===== src/rtl/sync_fifo_flex.sv =====
// sync_fifo_flex: single-clock flop-based FIFO with occupancy count,
// programmable almost-full/almost-empty thresholds, sticky overflow/underflow
// flags and a selectable first-word-fall-through or registered read port.
// All 2**ASIZE entries are usable; flags are decoded from the count register.

module sync_fifo_flex #(
  parameter int DSIZE     = 8,
  parameter int ASIZE     = 4,
  parameter int FWFT      = 1,
  parameter int AF_THRESH = (2 ** ASIZE) - 2,
  parameter int AE_THRESH = 2
) (
  input  logic             clk,
  input  logic             rst_b,
  input  logic [DSIZE-1:0] din,
  input  logic             wr_en,
  input  logic             rd_en,
  input  logic             err_clr,
  output logic [DSIZE-1:0] dout,
  output logic             full,
  output logic             empty,
  output logic             almost_full,
  output logic             almost_empty,
  output logic [ASIZE:0]   count,
  output logic             overflow,
  output logic             underflow
);

  localparam int DEPTH = 2 ** ASIZE;

  localparam logic [ASIZE:0] DEPTH_L = (ASIZE + 1)'(DEPTH);
  localparam logic [ASIZE:0] AF_L    = (ASIZE + 1)'(AF_THRESH);
  localparam logic [ASIZE:0] AE_L    = (ASIZE + 1)'(AE_THRESH);

  // Elaboration-time legality of the configuration.
  if (DSIZE < 1) begin : g_bad_dsize
    $error("sync_fifo_flex: DSIZE must be >= 1");
  end
  if (ASIZE < 1) begin : g_bad_asize
    $error("sync_fifo_flex: ASIZE must be >= 1");
  end
  if (AF_THRESH < 1 || AF_THRESH > DEPTH) begin : g_bad_af
    $error("sync_fifo_flex: AF_THRESH must be in 1..DEPTH");
  end
  if (AE_THRESH < 0 || AE_THRESH > DEPTH - 1) begin : g_bad_ae
    $error("sync_fifo_flex: AE_THRESH must be in 0..DEPTH-1");
  end

  logic [DSIZE-1:0] mem_q [DEPTH];

  logic [ASIZE-1:0] wr_ptr_q, wr_ptr_d;
  logic [ASIZE-1:0] rd_ptr_q, rd_ptr_d;
  logic [ASIZE:0]   count_q, count_d;
  logic             ovf_q, ovf_d;
  logic             unf_q, unf_d;

  logic             full_w;
  logic             empty_w;
  logic             wr_acc;
  logic             rd_acc;

  // Status decode from the registered occupancy only.
  always_comb begin
    full_w       = (count_q == DEPTH_L);
    empty_w      = (count_q == '0);
    full         = full_w;
    empty        = empty_w;
    almost_full  = (count_q >= AF_L);
    almost_empty = (count_q <= AE_L);
    count        = count_q;
    overflow     = ovf_q;
    underflow    = unf_q;
  end

  // Request qualification, pointer/count and error-flag next state.
  always_comb begin
    wr_acc   = wr_en & ~full_w;
    rd_acc   = rd_en & ~empty_w;

    wr_ptr_d = wr_ptr_q;
    rd_ptr_d = rd_ptr_q;
    count_d  = count_q;

    if (wr_acc) begin
      wr_ptr_d = wr_ptr_q + ASIZE'(1);
    end
    if (rd_acc) begin
      rd_ptr_d = rd_ptr_q + ASIZE'(1);
    end

    unique case ({wr_acc, rd_acc})
      2'b10:   count_d = count_q + (ASIZE + 1)'(1);
      2'b01:   count_d = count_q - (ASIZE + 1)'(1);
      default: count_d = count_q;
    endcase

    // A new error event in the same cycle as a clear keeps the flag set.
    ovf_d = (wr_en & full_w)  | (ovf_q & ~err_clr);
    unf_d = (rd_en & empty_w) | (unf_q & ~err_clr);
  end

  // Control state registers with asynchronous active-low reset.
  always_ff @(posedge clk or negedge rst_b) begin
    if (!rst_b) begin
      wr_ptr_q <= '0;
      rd_ptr_q <= '0;
      count_q  <= '0;
      ovf_q    <= 1'b0;
      unf_q    <= 1'b0;
    end else begin
      wr_ptr_q <= wr_ptr_d;
      rd_ptr_q <= rd_ptr_d;
      count_q  <= count_d;
      ovf_q    <= ovf_d;
      unf_q    <= unf_d;
    end
  end

  // Storage array: written on accepted writes, never reset.
  always_ff @(posedge clk) begin
    if (wr_acc) begin
      mem_q[wr_ptr_q] <= din;
    end
  end

  if (FWFT != 0) begin : g_fwft
    // Head word is presented directly from storage.
    assign dout = mem_q[rd_ptr_q];
  end else begin : g_reg
    logic [DSIZE-1:0] dout_q;

    // Registered read port: loads on accepted reads, holds otherwise.
    always_ff @(posedge clk or negedge rst_b) begin
      if (!rst_b) begin
        dout_q <= '0;
      end else if (rd_acc) begin
        dout_q <= mem_q[rd_ptr_q];
      end
    end

    assign dout = dout_q;
  end

endmodule


===== config.mk =====
export PLATFORM = sky130hd
export DESIGN_NAME = sync_fifo_flex
export DESIGN_NICKNAME = d
export VERILOG_FILES = /design/src/rtl/sync_fifo_flex.sv
export SDC_FILE = /design/constraint.sdc
export NUM_CORES = 1
export LEC_CHECK = 0
export BUFFER_PORTS_ARGS = -buffer_cell sky130_fd_sc_hd__clkbuf_2
export CAP_MARGIN = 10
export CORE_ASPECT_RATIO = 0.75
export CORE_MARGIN = 2
export CORE_UTILIZATION = 50
export DETAILED_ROUTE_END_ITERATION = 16
export GPL_ROUTABILITY_DRIVEN = 0
export GPL_TIMING_DRIVEN = 0
export PLACE_DENSITY = 0.74
export SKIP_LAST_GASP = 1
export SYNTH_ARGS = -nofsm -noshare
export SYNTH_HDL_FRONTEND = slang
export SYNTH_SLANG_ARGS = --single-unit

===== constraint.sdc =====
create_clock -name clk -period 4.4 [get_ports clk]
set_input_delay 0.22 -clock clk [delete_from_list [all_inputs] [get_ports clk]]
set_output_delay 0.22 -clock clk [all_outputs]
set_load 0.05 [all_outputs]

After elaboration in Yosys (flattened, before gate mapping)
Memory sizes are Yosys's and may differ from the RTL's.
Cells that the tools add are included.
{"block": "totals", "ramBits": 128, "mem_count": 1, "output_inout_bits": 19, "wordCells": 31, "latchBits": 0, "rom_bits": 0, "reg_bits": 15}
{"name": "mem_q", "words": 16, "word_bits": 8, "rd": 1, "rd_clocked_by_memory_dff": 0, "wr": 1, "line_no": "49", "text": "logic [DSIZE-1:0] mem_q [DEPTH];"}
{"block": "classes", "n_eq_ne": 3, "div": 0, "n_lt_le_gt_ge": 2, "shifts": 0, "n_reduce_logical": 2, "n_mul": 0, "bitwise_logic": 11, "mux": 3, "addsub": 4}
{"operator": "5-bit one-hot mux with 2 select lines", "n": 1}
{"operator": "4-bit by 1-bit adder with 4-bit output, second input constant", "n": 2}
{"operator": "1-bit bitwise AND", "n": 6}
{"operator": "5-bit by 1-bit adder with 5-bit output, second input constant", "n": 1}
{"operator": "5-bit == test, second input constant", "n": 1}
{"operator": "5-bit by 4-bit >= comparator with 1-bit output, second input constant", "n": 1}
{"operator": "5-bit by 2-bit <= comparator with 1-bit output, second input constant", "n": 1}
{"operator": "5-bit logical NOT", "n": 1}
{"operator": "5-bit by 1-bit subtractor with 5-bit output, second input constant", "n": 1}
{"operator": "1-bit NOT", "n": 3}
{"operator": "2-bit by 1-bit == test with 1-bit output, second input constant", "n": 1}
{"operator": "2-bit == test, second input constant", "n": 1}
{"operator": "1-bit 2-to-1 mux", "n": 2}
{"operator": "1-bit OR", "n": 2}
{"operator": "2-bit nonzero test", "n": 1}

Depth between registers and ports, before layout
Gate-level depths: netlist of run 1.
{"block": "depth", "ltp_word": 5, "depth_mapped": 11, "depth_no_buf": 10}

Worst setup path after synthesis of run 1
No wires, ideal clock.
{"block": "synth_path", "path_kind": "register to output", "startpoint": "register count_q[2] (netlist: count[2])", "endpoint": "output almost_empty", "path_slack_ps": 922, "path_stages_with_launch": 3, "t_arrival_ps": 3258, "cell_sequence": "dfrtp_1 -> buf_2 -> a2111oi_0"}
{"block": "synth_via", "elab_chain_len": 1}
{"item": "start, declared", "line_no": "53", "text": "logic [ASIZE:0] count_q, count_d;"}
{"item": "start signal, assigned", "line_no": "113", "text": "count_q <= count_d;"}
{"item": "5-bit by 2-bit <= comparator with 1-bit output", "line_no": "69", "text": "almost_empty = (count_q <= AE_L);"}
{"item": "end, declared", "line_no": "23", "text": "output logic almost_empty,"}
Every way passes these cells.

Final worst setup path of run 1
{"block": "layout_path", "startpoint": "register count_q[0] (netlist: count[0])", "endpoint": "register count_q[4] (netlist: count[4])"}
{"block": "layout_via", "elab_chain_len": 5}
{"item": "5-bit == test / 5-bit logical NOT (equally long branches)", "line_no": "64, 65"}
{"item": "1-bit NOT (on tied branches)", "line_no": "77, 78"}
{"item": "1-bit bitwise AND (on tied branches)", "line_no": "77, 78"}
{"item": "2-bit by 1-bit == test with 1-bit output / 2-bit == test (equally long branches)", "line_no": "91", "text": "unique case ({wr_acc, rd_acc})"}
{"item": "5-bit one-hot mux with 2 select lines / 2-bit nonzero test (equally long branches)"}
Several ways; a longest one is shown, not always the timed one.
A chain may end at the register's enable or synchronous reset.

==> flow_summary.yaml, run 1 <==
drt:
  wl_per_cell_um: 22.1
  drt_iter0_markers: 187
  vias: 3100
  first_pass_iters: 5
  viasPerCell: 5.74
  drc: 0
  drt_wl_total_mm: 11.9
  drtAntennaViolNets: 0
floorplan:
  die_height_um: 98.2
  std_cell_rows: 34
  die_area_mm2: 0.0127
  top_level_ports: 32
  core_area_mm2: 0.0116
  start_util_pct: 51.2
  die_x_um: 130
logic_synthesis:
  synthTopCellsByCount: "128 x edfxtp_1, 19 x mux4_2, 16 x a22oi_1"
  synth_area_mm2: 0.00592
  synth_cell_types: 42
  synth.area.top_cells: "edfxtp_1 65%, mux4_2 7.2%, dfrtp_1 6.3%"
  yosys.area.top_type: "edfxtp_1"
  seq_area_frac_synth_pct: 71.3
  syn_inst: 310
  ys_seq_elements: 143
  synth_most_common_cell: "edfxtp_1"
  synth-edff-count: 128
  ys.flop_type: "edfxtp_1"
  yosysWarnings: 0
  synthArstFlopShare_pct: 10.5
  synth_top_area_share_pct: 64.9
  avgSynthCellArea_um2: 19.1
  syn-num-nets: 332
global_routing:
  grt_pass1_vias: 3214
  grt_pass1_wl_mm: 18.3
  globalRouteOverflowTotal: 0
  antenna_found_initial: 0
  grt_max_degree: 17
  grt_util_all_layers_pct: 20.3
sta:
  holdWs_ns: 0.0576
  skew_ns: 0.00620
  hold_violations: 0
  setup_violations: 0
  tns_ns: 0
  drv_slew: 0
  worst_slew_pin_slew_ns: 0.827
  max_slew_margin_pct: 44.7
  finalCritPeriodShare_pct: 69.2
  finalWorstPathRequiredPeriod_ns: 3.05
  rsz0062_at_grt: "false"
  max_freq_mhz: 328
layout:
  antennaDiodeCount: 0
  drive_gt1_share_pct: 28.3
  areaGrowthSynthToFinish_pct: 17.2
  nNetsFinal: 387
  num-fill-cells: 852
  finalInstanceArea_mm2: 0.00694
clock_network:
  numClockSinks: 143
  clk_pin_slew_ns: 0.06
  cts_tree: "built"
  cts_max_level: 4
  worstSkewPairLatency_ns: 0.41
  cts.repair.resized: 0
  cts_root_buf: "clkbuf_16"
  cts_buffer_depth: 2
  cts_buffers: 17
critical_path:
  crit_type: "reg -> reg"
  crit_fanout: 9
  worst_ep_arrival_time_ns: 3.38
  worstPathRequired_ns: 4.73
  cp-start-kind: "flip-flop"
  end_kind: "flip-flop"
pwr:
  power.leakage_nw: 2.44
  ir_drop_mv: 0.492
  p_per_area_mw_per_mm2: 725
place:
  dpl_cell_area_mm2: 0.00633
  port_buffers: 31
  post-dp-hpwl_mm: 7.86
status:
  status: "complete, no violations"
run:
  maxCapViolations: 0
worst_hold_path:
  holdCritPathClass: "in -> reg"
==> through the flow <==
step	instances	util, %	total power, mW	setup WS (ns)
detailed placement	507	54.7	3.61	1.43
finish	540	59.9	5.03	1.35
global route	540	59.9	5.25	1.21
floorplan	310	-	3.13	0.922
global placement	503	54.2	3.55	1.46
CTS	540	59.9	5.05	1.39
==> sequential cells by signal (all words and copies together), names as in the netlist <==
register,flops
wr_ptr_q,4
mem_q,128
rd_ptr_q,4
overflow,1
count,5
underflow,1
==> what timing repair did <==
| item | CTS | global route |
|---|---|---|
| hold buffers | 1 | 0 |
| buffers inserted | 0 | 0 |
| endpoints found under the hold margin | 15 | 0 |
==> worst max-delay path, stage by stage (launching register included) <==
cell and delay (ns):
dfrtp_1 0.47, nor4_1 0.52, a21boi_2 0.23, inv_2 0.22, ha_1 0.21, buf_2 0.21, xor2_1 0.17, ha_1 0.23
o21ai_0 0.10, a21o_1 0.16, a32oi_1 0.28, xnor2_1 0.16
==> final timing paths <==
| kind | startpoint | endpoint | slack [ns] | cells past startpoint |
|---|---|---|---|---|
| setup / recovery | count[0] | count[4] | 1.35 | 11 |
| hold / removal | wr_en | overflow | 0.06 | 2 |
| setup reg to reg | count[0] | count[4] | 1.35 | 11 |
| hold reg to reg | overflow | overflow | 0.52 | 1 |
| max in group asynchronous | rst_b | rd_ptr_q[3] | 3.84 | 2 |
| min in group asynchronous | rst_b | count[0] | 0.28 | 2 |
==> report_power, final <==
group	switching, mW	internal (mW)	total (mW)	leakage, nW
clock network	0.543	0.888	1.43	0.289
registers	0.0910	1.67	1.76	1.34
logic	1.19	0.655	1.84	0.820
==> kinds of logic (layout without fill, tap and decap cells) <==
family          after synthesis  after routing  share of synthesized area, %
flops                       143            143                          71.3
simple gates                 55             55                          5.03
mux                          35             35                          13.5
compound gates               31             31                          3.89
buf+inv                      26             94                          2.73
xor+xnor                     11             11                          1.63
fa+ha+maj                     9              9                          1.90
==> layout by cell type (no fill, tap or decap), types with 4 or more instances in the layout <==
cell type  netlist  routed
nor4_2           0       4
dfrtp_1         15      15
nor2_1          10      10
buf_2            5       5
xnor2_1          9       9
a22oi_1         16      16
ha_1             9       9
nand2_1         15      15
mux4_2          19      19
buf_4            2       6
edfxtp_1       128     128
and2_1           9       9
clkbuf_16        0      17
mux4_1          13      13
inv_1            9       9
clkbuf_2         0      31
clkinv_2         0       4
==> metal layers <==
layer	routed length, µm	vias up	part of all wire [%]	GRT usage, %
met5	0	-	0	0
met4	206	0	1.7	7.69
met3	720	19	6.0	5.04
met2	5490	104	46	30.0
met1	5520	1614	46	29.5
li1	-	1363	-	-
==> cell type report <==
| class | count | area (µm²) | share of cell area [%] |
|---|---|---|---|
| repair buffers | 36 | 195 | 2.81 |
| inverters | 10 | 37.5 | 0.541 |
| clock inverters | 15 | 168 | 2.42 |
| plain buffers | 16 | 124 | 1.79 |
| flip-flops and latches | 143 | 4220 | 60.8 |
| well taps | 162 | 203 | 2.92 |
| clock buffers | 17 | 425 | 6.13 |
| multi-input cells | 141 | 1560 | 22.6 |
Note: power is estimated with default switching activity, not from simulation.
==> run 2: changes to the inputs <==
--- a/config.mk
+++ b/config.mk
@@ -13,7 +13,7 @@
 export DETAILED_ROUTE_END_ITERATION = 16
 export GPL_ROUTABILITY_DRIVEN = 0
 export GPL_TIMING_DRIVEN = 0
-export PLACE_DENSITY = 0.74
+export PLACE_DENSITY = 0.77
 export SKIP_LAST_GASP = 1
 export SYNTH_ARGS = -nofsm -noshare
 export SYNTH_HDL_FRONTEND = slang
==> constraint.sdc (replaced) <==
create_clock -name clk -period 2.5 [get_ports clk]
set_input_delay 0.125 -clock clk [delete_from_list [all_inputs] [get_ports clk]]
set_output_delay 0.125 -clock clk [all_outputs]
set_load 0.05 [all_outputs]
==> flow_summary.yaml, run 2 (synthesis gave the netlist of run 1 again) <==
clock_network:
  cts_buffer_depth: 2
  numClockSinks: 143
  worstSkewPairLatency_ns: 0.42
  clk_pin_slew_ns: 0.06
  cts_max_level: 4
  cts_root_buf: "clkbuf_16"
  cts_buffers: 17
  cts_tree: "built"
layout:
  areaGrowthSynthToFinish_pct: 20.5
  largest-register: "mem_q"
  nNetsFinal: 397
  multiInputGateArea_mm2: 0.00166
  postLayoutCoreUtil_pct: 61.6
  final_cell_mix: "128 x edfxtp_1, 28 x clkbuf_2, 19 x mux4_2"
  stdcell_count: 550
  regArea_mm2: 0.00423
  antennaDiodeCount: 0
  largest_register_ffs: 128
  drive_gt1_share_pct: 34.3
  final_common_cell: "edfxtp_1"
  num-fill-cells: 821
sta:
  max_slew_margin_pct: 40.6
  holdWs_ns: 0.140
  worst_slew_pin_slew_ns: 0.887
  max_freq_mhz: 415
  drv_slew: 0
  hold_violations: 0
  setup_violations: 0
  skew_ns: 0.00553
  rsz0062_at_grt: "true"
  finalWorstPathRequiredPeriod_ns: 2.41
  finalCritPeriodShare_pct: 96.4
  tns_ns: 0
worst_hold_path:
  holdCritPathClass: "in -> reg"
global_routing:
  grt_util_all_layers_pct: 20.3
  grt_util_met3_pct: 5.81
  antenna_found_initial: 0
  grt_use_met2_pct: 29.9
  gr-max-usage-layer: "met2"
  grt_pass1_wl_mm: 18.1
  grt_use_met1_pct: 29.4
  grt_max_degree: 17
  grt_pass1_vias: 3092
  globalRouteOverflowTotal: 0
critical_path:
  crit_fanout: 9
  end_kind: "flip-flop"
  worstPathRequired_ns: 2.83
  cp-start-kind: "flip-flop"
  worst_ep_arrival_time_ns: 2.74
  crit_type: "reg -> reg"
pwr:
  power_mw: 9.05
  ir_drop_mv: 0.555
  p_per_area_mw_per_mm2: 1270
  power.leakage_nw: 2.50
floorplan:
  start_util_pct: 51.2
  die_height_um: 98.2
  die_x_um: 130
  core_area_mm2: 0.0116
  die_area_mm2: 0.0127
  std_cell_rows: 34
  top_level_ports: 32
drt:
  drt_wl_total_mm: 12.0
  viasPerCell: 5.64
  drtAntennaViolNets: 0
  drt_iter0_markers: 347
  first_pass_iters: 4
  drc: 0
  vias: 3102
  wl_per_cell_um: 21.9
place:
  place_inst: 507
  port_buffers: 31
  post-dp-hpwl_mm: 7.49
status:
  status: "complete, no violations"
run:
  maxCapViolations: 0
run 2: changes by cell type in the layout (fill, tap and decap cells not counted), sizes merged:
cell | previous run | this run
inv | 13 | 10
clkinvlp | 2 | 6
clkbuf | 51 | 47
clkinv | 7 | 6
buf | 14 | 24
dlygate4sd3 | 1 | 5
run 2: final timing paths:
path / startpoint / endpoint / slack [ns] / cells past startpoint
worst max-delay path: count[1] / count[4] / 0.09 / 12
worst min-delay path: din[3] / mem_q[3][3] / 0.14 / 1
worst max register to register: count[1] / count[4] / 0.09 / 12
worst min register to register: count[0] / count[0] / 0.54 / 1
max in group asynchronous: rst_b / count[4] / 2.03 / 2
min in group asynchronous: rst_b / count[1] / 0.17 / 2
run 2: worst max-delay path, cell delays in order, from the launching register on:
cell      delay (ns)
dfrtp_2         0.42
nor4_4          0.26
buf_4           0.18
a21boi_4        0.06
inv_2           0.06
ha_1            0.18
buf_4           0.19
xor2_2          0.14
ha_2            0.23
o21ai_0         0.10
a21o_1          0.17
a32oi_2         0.19
xnor2_1         0.15
run 2: routing by layer:
| layer | vias to the layer above | share of wire, % |
|---|---|---|
| met5 | - | 0 |
| met4 | 0 | 1.2 |
| met3 | 11 | 6.9 |
| met2 | 95 | 48 |
| met1 | 1607 | 44 |
| li1 | 1389 | - |
run 2: cell type report:
type                       instances  share of cell area [%]
sequential                       143                    59.2
multi-input combinational        141                    23.3
clock buffer                      17                    5.96
timing repair buffer              46                    3.93
tap                              162                    2.84
clock inverter                    15                    2.40
buffer                            16                    1.84
inverter                          10                   0.526
run 2: timing repair:
| action | 4_1_cts | 5_1_grt |
|---|---|---|
| buffers inserted | 1 | 5 |
| endpoints found under the setup margin | 9 | 7 |
| endpoints found under the hold margin | 17 | 0 |
| resized for setup | 6 | 15 |
| pin swaps | 0 | 3 |
| hold buffers | 5 | 0 |
run 2: through the flow:
stage | worst slack [ns] | area (µm²)
2_1_floorplan | 0.00764 | 5950
5_1_grt | -0.0304 | 7130
6_report | 0.0901 | 7130
3_5_place_dp | -0.172 | 6360
4_1_cts | -0.0988 | 7040
3_3_place_gp | -0.417 | 6300
run 2: where the power goes:
part	switching, mW	internal [mW]	total, mW
Sequential	0.172	2.94	3.11
Combinational	2.16	1.26	3.42
Clock	0.959	1.56	2.52
Total	3.29	5.76	9.05
